<file path="src/rtl/radar_pkg.sv">
// Shared constants and FSM encoding for the radar feature-map datapath.
package radar_pkg;

  localparam int FRAME_LEN_DEF = 16384;
  localparam int BIN_CNT_W     = 17;
  localparam int WORD_W_DEF    = 32;

  typedef enum logic {
    S_IDLE = 1'b0,
    S_PACK = 1'b1
  } state_t;

endpackage

</file>
<file path="src/rtl/word_fifo2.sv">
// Two-entry in-order FIFO; a push while full without a pop is dropped and
// reported on the combinational ovf_pulse output.
module word_fifo2 #(
  parameter int DW = 42
) (
  input  logic          clk,
  input  logic          rst,
  input  logic          clr,
  input  logic          push,
  input  logic [DW-1:0] push_data,
  input  logic          pop,
  output logic          empty,
  output logic [DW-1:0] head,
  output logic          ovf_pulse
);

  logic [DW-1:0] head_r;
  logic [DW-1:0] tail_r;
  logic [1:0]    cnt_r;
  logic          full_s;
  logic          pop_s;

  assign full_s    = (cnt_r == 2'd2);
  assign empty     = (cnt_r == 2'd0);
  assign pop_s     = pop & ~empty;
  assign head      = head_r;
  assign ovf_pulse = push & full_s & ~pop_s;

  // Storage and occupancy update; head_r always holds the oldest entry.
  always_ff @(posedge clk) begin
    if (rst || clr) begin
      head_r <= '0;
      tail_r <= '0;
      cnt_r  <= 2'd0;
    end else begin
      case ({push, pop_s})
        2'b10: begin
          case (cnt_r)
            2'd0: begin
              head_r <= push_data;
              cnt_r  <= 2'd1;
            end
            2'd1: begin
              tail_r <= push_data;
              cnt_r  <= 2'd2;
            end
            default: begin
              cnt_r <= cnt_r;
            end
          endcase
        end
        2'b01: begin
          head_r <= tail_r;
          cnt_r  <= cnt_r - 2'd1;
        end
        2'b11: begin
          if (full_s) begin
            head_r <= tail_r;
            tail_r <= push_data;
          end else begin
            head_r <= push_data;
          end
        end
        default: begin
          cnt_r <= cnt_r;
        end
      endcase
    end
  end

endmodule

</file>
<file path="src/rtl/bin_word_packer.sv">
// Packs 1-bit comparator decisions LSB-first into WW-bit words tagged with
// word address and end-of-frame, buffered by a 2-entry FIFO.
module bin_word_packer
  import radar_pkg::*;
#(
  parameter int WW        = WORD_W_DEF,
  parameter int FRAME_LEN = FRAME_LEN_DEF,
  parameter int AW        = 9
) (
  input  logic          iCLK,
  input  logic          iRST,
  input  logic          iCLR,
  input  logic          iEN,
  input  logic          iDATA,
  output logic          oVALID,
  input  logic          iREADY,
  output logic [WW-1:0] oDATA,
  output logic [AW-1:0] oADDR,
  output logic          oLAST,
  output logic          oOVF,
  output logic          oBUSY
);

  localparam int BW    = $clog2(WW);
  localparam int WORDS = (FRAME_LEN + WW - 1) / WW;
  localparam int DW    = WW + AW + 1;
  localparam logic [BIN_CNT_W-1:0] LAST_BIN = BIN_CNT_W'(FRAME_LEN - 1);
  localparam logic [BW-1:0]        LAST_BIT = BW'(WW - 1);

  if ((2 ** AW) < WORDS) begin : g_aw_check
    $error("bin_word_packer: AW too small to address every word of a frame");
  end

  state_t               state_r;
  state_t               state_nxt_s;
  logic [WW-1:0]        shift_r;
  logic [BW-1:0]        bit_cnt_r;
  logic [BIN_CNT_W-1:0] frame_cnt_r;
  logic [AW-1:0]        addr_r;
  logic                 ovf_r;

  logic                 accept_s;
  logic                 last_s;
  logic                 complete_s;
  logic [WW-1:0]        word_s;
  logic [DW-1:0]        push_data_s;
  logic [DW-1:0]        head_s;
  logic                 fifo_empty_s;
  logic                 fifo_ovf_s;

  assign accept_s = iEN & ~iCLR;

  // Word under construction with the incoming bit merged, plus completion flags.
  always_comb begin
    word_s            = shift_r;
    word_s[bit_cnt_r] = iDATA;
    last_s            = (frame_cnt_r == LAST_BIN);
    complete_s        = accept_s & (last_s | (bit_cnt_r == LAST_BIT));
    push_data_s       = {word_s, addr_r, last_s};
  end

  // FSM state register.
  always_ff @(posedge iCLK) begin
    if (iRST) begin
      state_r <= S_IDLE;
    end else begin
      state_r <= state_nxt_s;
    end
  end

  // FSM next state: a frame is in progress between its first and last bit.
  always_comb begin
    state_nxt_s = state_r;
    if (iCLR) begin
      state_nxt_s = S_IDLE;
    end else begin
      case (state_r)
        S_IDLE: begin
          if (accept_s && !last_s) begin
            state_nxt_s = S_PACK;
          end else begin
            state_nxt_s = S_IDLE;
          end
        end
        S_PACK: begin
          if (accept_s && last_s) begin
            state_nxt_s = S_IDLE;
          end else begin
            state_nxt_s = S_PACK;
          end
        end
        default: begin
          state_nxt_s = S_IDLE;
        end
      endcase
    end
  end

  // Shift register, counters and address; the last word rewinds them to 0.
  always_ff @(posedge iCLK) begin
    if (iRST || iCLR) begin
      shift_r     <= '0;
      bit_cnt_r   <= '0;
      frame_cnt_r <= '0;
      addr_r      <= '0;
    end else if (accept_s) begin
      if (complete_s) begin
        shift_r   <= '0;
        bit_cnt_r <= '0;
        if (last_s) begin
          frame_cnt_r <= '0;
          addr_r      <= '0;
        end else begin
          frame_cnt_r <= frame_cnt_r + BIN_CNT_W'(1);
          addr_r      <= addr_r + AW'(1);
        end
      end else begin
        shift_r     <= word_s;
        bit_cnt_r   <= bit_cnt_r + BW'(1);
        frame_cnt_r <= frame_cnt_r + BIN_CNT_W'(1);
      end
    end else begin
      shift_r <= shift_r;
    end
  end

  // Sticky overflow flag, cleared only by reset or frame abort.
  always_ff @(posedge iCLK) begin
    if (iRST || iCLR) begin
      ovf_r <= 1'b0;
    end else if (fifo_ovf_s) begin
      ovf_r <= 1'b1;
    end else begin
      ovf_r <= ovf_r;
    end
  end

  word_fifo2 #(.DW(DW)) u_fifo (
    .clk       (iCLK),
    .rst       (iRST),
    .clr       (iCLR),
    .push      (complete_s),
    .push_data (push_data_s),
    .pop       (iREADY),
    .empty     (fifo_empty_s),
    .head      (head_s),
    .ovf_pulse (fifo_ovf_s)
  );

  assign {oDATA, oADDR, oLAST} = head_s;
  assign oVALID = ~fifo_empty_s;
  assign oOVF   = ovf_r;
  assign oBUSY  = (state_r == S_PACK);

endmodule
</file>
<file path="config.mk">
export PLATFORM = sky130hd
export DESIGN_NAME = bin_word_packer
export DESIGN_NICKNAME = d
export VERILOG_FILES = /design/src/rtl/radar_pkg.sv /design/src/rtl/word_fifo2.sv /design/src/rtl/bin_word_packer.sv
export SDC_FILE = /design/constraint.sdc
export NUM_CORES = 1
export LEC_CHECK = 0
export CAP_MARGIN = 20
export CELL_PAD_IN_SITES_DETAIL_PLACEMENT = 1
export CELL_PAD_IN_SITES_GLOBAL_PLACEMENT = 2
export CORE_AREA = 2 2 141 143
export DETAILED_ROUTE_END_ITERATION = 8
export DIE_AREA = 0 0 143 145
export PLACE_DENSITY = 0.78
export REMOVE_ABC_BUFFERS = 1
export SLEW_MARGIN = 10
export SYNTH_ARGS = -nofsm -noshare
export SYNTH_HDL_FRONTEND = slang
export SYNTH_SLANG_ARGS = --single-unit
</file>
<file path="constraint.sdc">
create_clock -name iCLK -period 3.42 [get_ports iCLK]
set_input_delay 1.026 -clock iCLK [delete_from_list [all_inputs] [get_ports iCLK]]
set_output_delay 1.026 -clock iCLK [all_outputs]
set_load 0.1 [all_outputs]
</file>
==> results_dict.tcl, run 1 <==
set metrics [dict create \
    vias 5704 \
    clk_transition_reported_paths_ns 0.06 \
    route.detailed.drc 0 \
    cts_max_path_buffers 2 \
    num_antenna_cells 0 \
    routabilityCongestion 0.816 \
    cap_violations 0 \
    syn_area_mm2 0.00683 \
    comb_power_share_pct 3.8 \
    die_w_um 143 \
    dp_hpwl_mm 11.5 \
    clock_sinks 151 \
    yosysMostFrequentCell "dfxtp_1" \
    synth_common_cells "dfxtp_1, nor2_1, a211oi_1" \
    power_mw 3.80 \
    fin_hold_ws_ns 0.456 \
    area_growth_pct 18.5 \
    endpoint_kind "register" \
    htreeDepth 4 \
    finalClockSkew_ns 0.00614 \
    ctsHoldBuffers 0 \
    start_util_pct 35.6 \
    path_class "reg -> reg" \
    synth_edf_count 0 \
    antenna_found_initial 0 \
    syn_area_per_cell_um2 8.88 \
    yosys_warnings 0 \
    ys_seq_area_share_pct 44.2 \
    worst-endpoint-arrival_ns 3.39 \
    ant_nets 0 \
    worstSkewPairLatency_ns 0.42 \
    finalHoldViolCount 0 \
    clockPowerShare_pct 49.4 \
    synthCells 769 \
    final_cell_area_mm2 0.00809 \
    dr.pass1.iters 4 \
    die_y_um 145 \
    multi_input_area_mm2 0.00348 \
    grt-ovfl-total 0 \
    post-route-min-period_ns 3.07 \
    fillers 2208 \
    reg2reg_from "frame_cnt_r[14]" \
    drt_wl_total_mm 18.1 \
    p_sw_mw 0.834 \
    maxSlewHeadroom_pct 41.0 \
    rsz0062_at_grt "no" \
    seq_area_mm2 0.00302 \
    synthDominantCellAreaShare_pct 44.2 \
    ios 51 \
    grt_util_all_layers_pct 18.1 \
    internal_power_mw 2.96 \
    slowest_delay_ns 0.53 \
    switching_share_pct 22.0 \
    startpoint "frame_cnt_r[14]" \
    yosys.area.top_type "dfxtp_1" \
    power_frac_seq_pct 46.8 \
    ys_seq_elements 151 \
    wire_per_inst_um 17.0 \
    finalNetCount 812 \
    die-area_mm2 0.0207 \
    grt_max_degree 75 \
    cp_slowest_cell "or4_4" \
    cts_setup_buffers 0 \
    final_util_pct 42.1 \
    portBuffers 50 \
    yosys-top-cells-area "dfxtp_1, a211oi_1, nor2_1" \
    crit_path_max_fanout 23 \
    ir_drop_mv 0.328 \
    yosysUniqueCellTypes 45 \
    setup_tns_ns 0 \
    cts-resized-gates 0 \
    maxSlewViolCount 0 \
    core_area_mm2 0.0192 \
    fmax_mhz 326 \
    synthArstFlopShare_pct 0 \
    cts_tree "built" \
    finalSetupViolCount 0 \
    via_per_inst 5.34 \
    status "completed" \
    path_cells "or3_1 -> or4_4 -> o21ba_4 -> nor2_1 -> ha_1 -> nand2b_1 -> nand2_1 -> a221oi_1 -> a211oi_1" \
    grt_pass1_vias 5980 \
    powerDensity_mw_per_mm2 469 \
    root_buffer "clkbuf_16" \
    layout-drive-gt1-share_pct 16.2 \
    synthFlopType "dfxtp_1" \
    hold_path_class "reg -> reg" \
    required_ns 3.74 \
    rows 51 \
    drt_iter0_drc 205 \
    startpoint_type "register" \
    period_share_pct 89.8 \
    grt_pass1_wl_mm 30.5 \
    worst_hold_startpoint "u_fifo.tail_r[6]" \
    cts_buffers 17 \
    power.leakage_nw 2.76 \
    dpl_cell_area_mm2 0.00752 \
    worstMarginPinSlew_ns 0.881 \
]
[critical path, delay by kind of cell, from the launching register on]
family	cells	cell delay [ns]
adders and majority gates	1	0.26
AOI/OAI and AO/OA	3	0.74
DFF	1	0.36
and+or+nand+nor	5	1.62
[power groups by stage]
| stage | clock network, mW | registers [mW] | logic [mW] |
|---|---|---|---|
| final | 1.88 | 1.78 | 0.144 |
| after global routing | 1.99 | 1.78 | 0.157 |
| after CTS | 1.92 | 1.78 | 0.146 |
| after detailed placement | 0 | 1.82 | 0.144 |
| after global placement | 0 | 1.81 | 0.138 |
| after floorplan | 0 | 1.82 | 0.0815 |
[metal layers]
layer,vias up,routed length [um],GRT usage (%)
met4,0,209,5.00
met5,-,0,0
met1,2816,8450,22.5
li1,2829,-,-
met2,43,9160,32.0
met3,16,311,3.23
[cells by family after synthesis]
kind of cell	Yosys count	share of synthesized area [%]
buffers and inverters	81	4.98
AOI/OAI and AO/OA	195	23.0
xor gates and xnor gates	14	1.79
muxes	33	4.84
and+or+nand+nor	282	18.8
DFF	151	44.2
adders and majority gates	13	2.38
[placed cells by master, fill, tap and decap left out, drive strengths merged, types with 4 or more instances in the layout]
cell	n
dfxtp	151
o31ai	35
nor2b	5
or2	5
nand3	46
nand2b	10
nor3	7
or4	5
a21oi	31
clkinv	4
buf	63
inv	18
clkdlybuf4s50	5
nand4	15
or3	5
a2bb2oi	27
a221oi	10
xor2	7
ha	13
xnor2	7
a22oi	5
nand2	44
o21ai	7
clkbuf	20
nor2	130
a211oi	68
mux2i	33
[worst paths after layout]
kind	endpoint	slack [ns]	depth (start not counted)
setup / recovery	u_fifo.head[9]	0.35	9
setup reg to reg	u_fifo.head[9]	0.35	9
hold reg to reg	u_fifo.tail_r[6]	0.46	2
hold / removal	u_fifo.tail_r[6]	0.46	2
[per-stage QoR]
step	instances	setup slack, ns
after floorplan	706	-2.09
after global placement	1039	0.267
after detailed placement	1039	0.189
after CTS	1068	0.313
after global routing	1068	0.106
final	1068	0.349
[sequential cells by signal, indices dropped and copies added, names as in the netlist, named ones only]
name and count:
frame_cnt_r 17, shift_r 32, u_fifo.cnt_r 2, addr_r 9, bit_cnt_r 5, oOVF 1
u_fifo.head 42, u_fifo.tail_r 42
[cell type report]
type / count / area share [%]
multi-input cells: 537 / 43.1
clock inverters: 9 / 1.59
clock buffers: 20 / 5.52
well taps: 265 / 4.10
repair buffers: 68 / 7.54
flip-flops and latches: 151 / 37.4
inverters: 18 / 0.835
(Power assumes the default switching activity.)
==> run 2, diff against run 1 <==
--- a/config.mk
+++ b/config.mk
@@ -5,6 +5,7 @@
 export SDC_FILE = /design/constraint.sdc
 export NUM_CORES = 1
 export LEC_CHECK = 0
+export ABC_CLOCK_PERIOD_IN_PS = 3420
 export CAP_MARGIN = 20
 export CELL_PAD_IN_SITES_DETAIL_PLACEMENT = 1
 export CELL_PAD_IN_SITES_GLOBAL_PLACEMENT = 2
==> results of run 2 <==
No change in the layout: final DEF, timing and power equal those of run 1.
==> run 3, diff against run 2 <==
--- a/config.mk
+++ b/config.mk
@@ -14,7 +14,7 @@
 export DIE_AREA = 0 0 143 145
 export PLACE_DENSITY = 0.78
 export REMOVE_ABC_BUFFERS = 1
-export SLEW_MARGIN = 10
+export SLEW_MARGIN = 20
 export SYNTH_ARGS = -nofsm -noshare
 export SYNTH_HDL_FRONTEND = slang
 export SYNTH_SLANG_ARGS = --single-unit
==> results of run 3 <==
No change in the layout: final DEF, timing and power equal those of run 1.
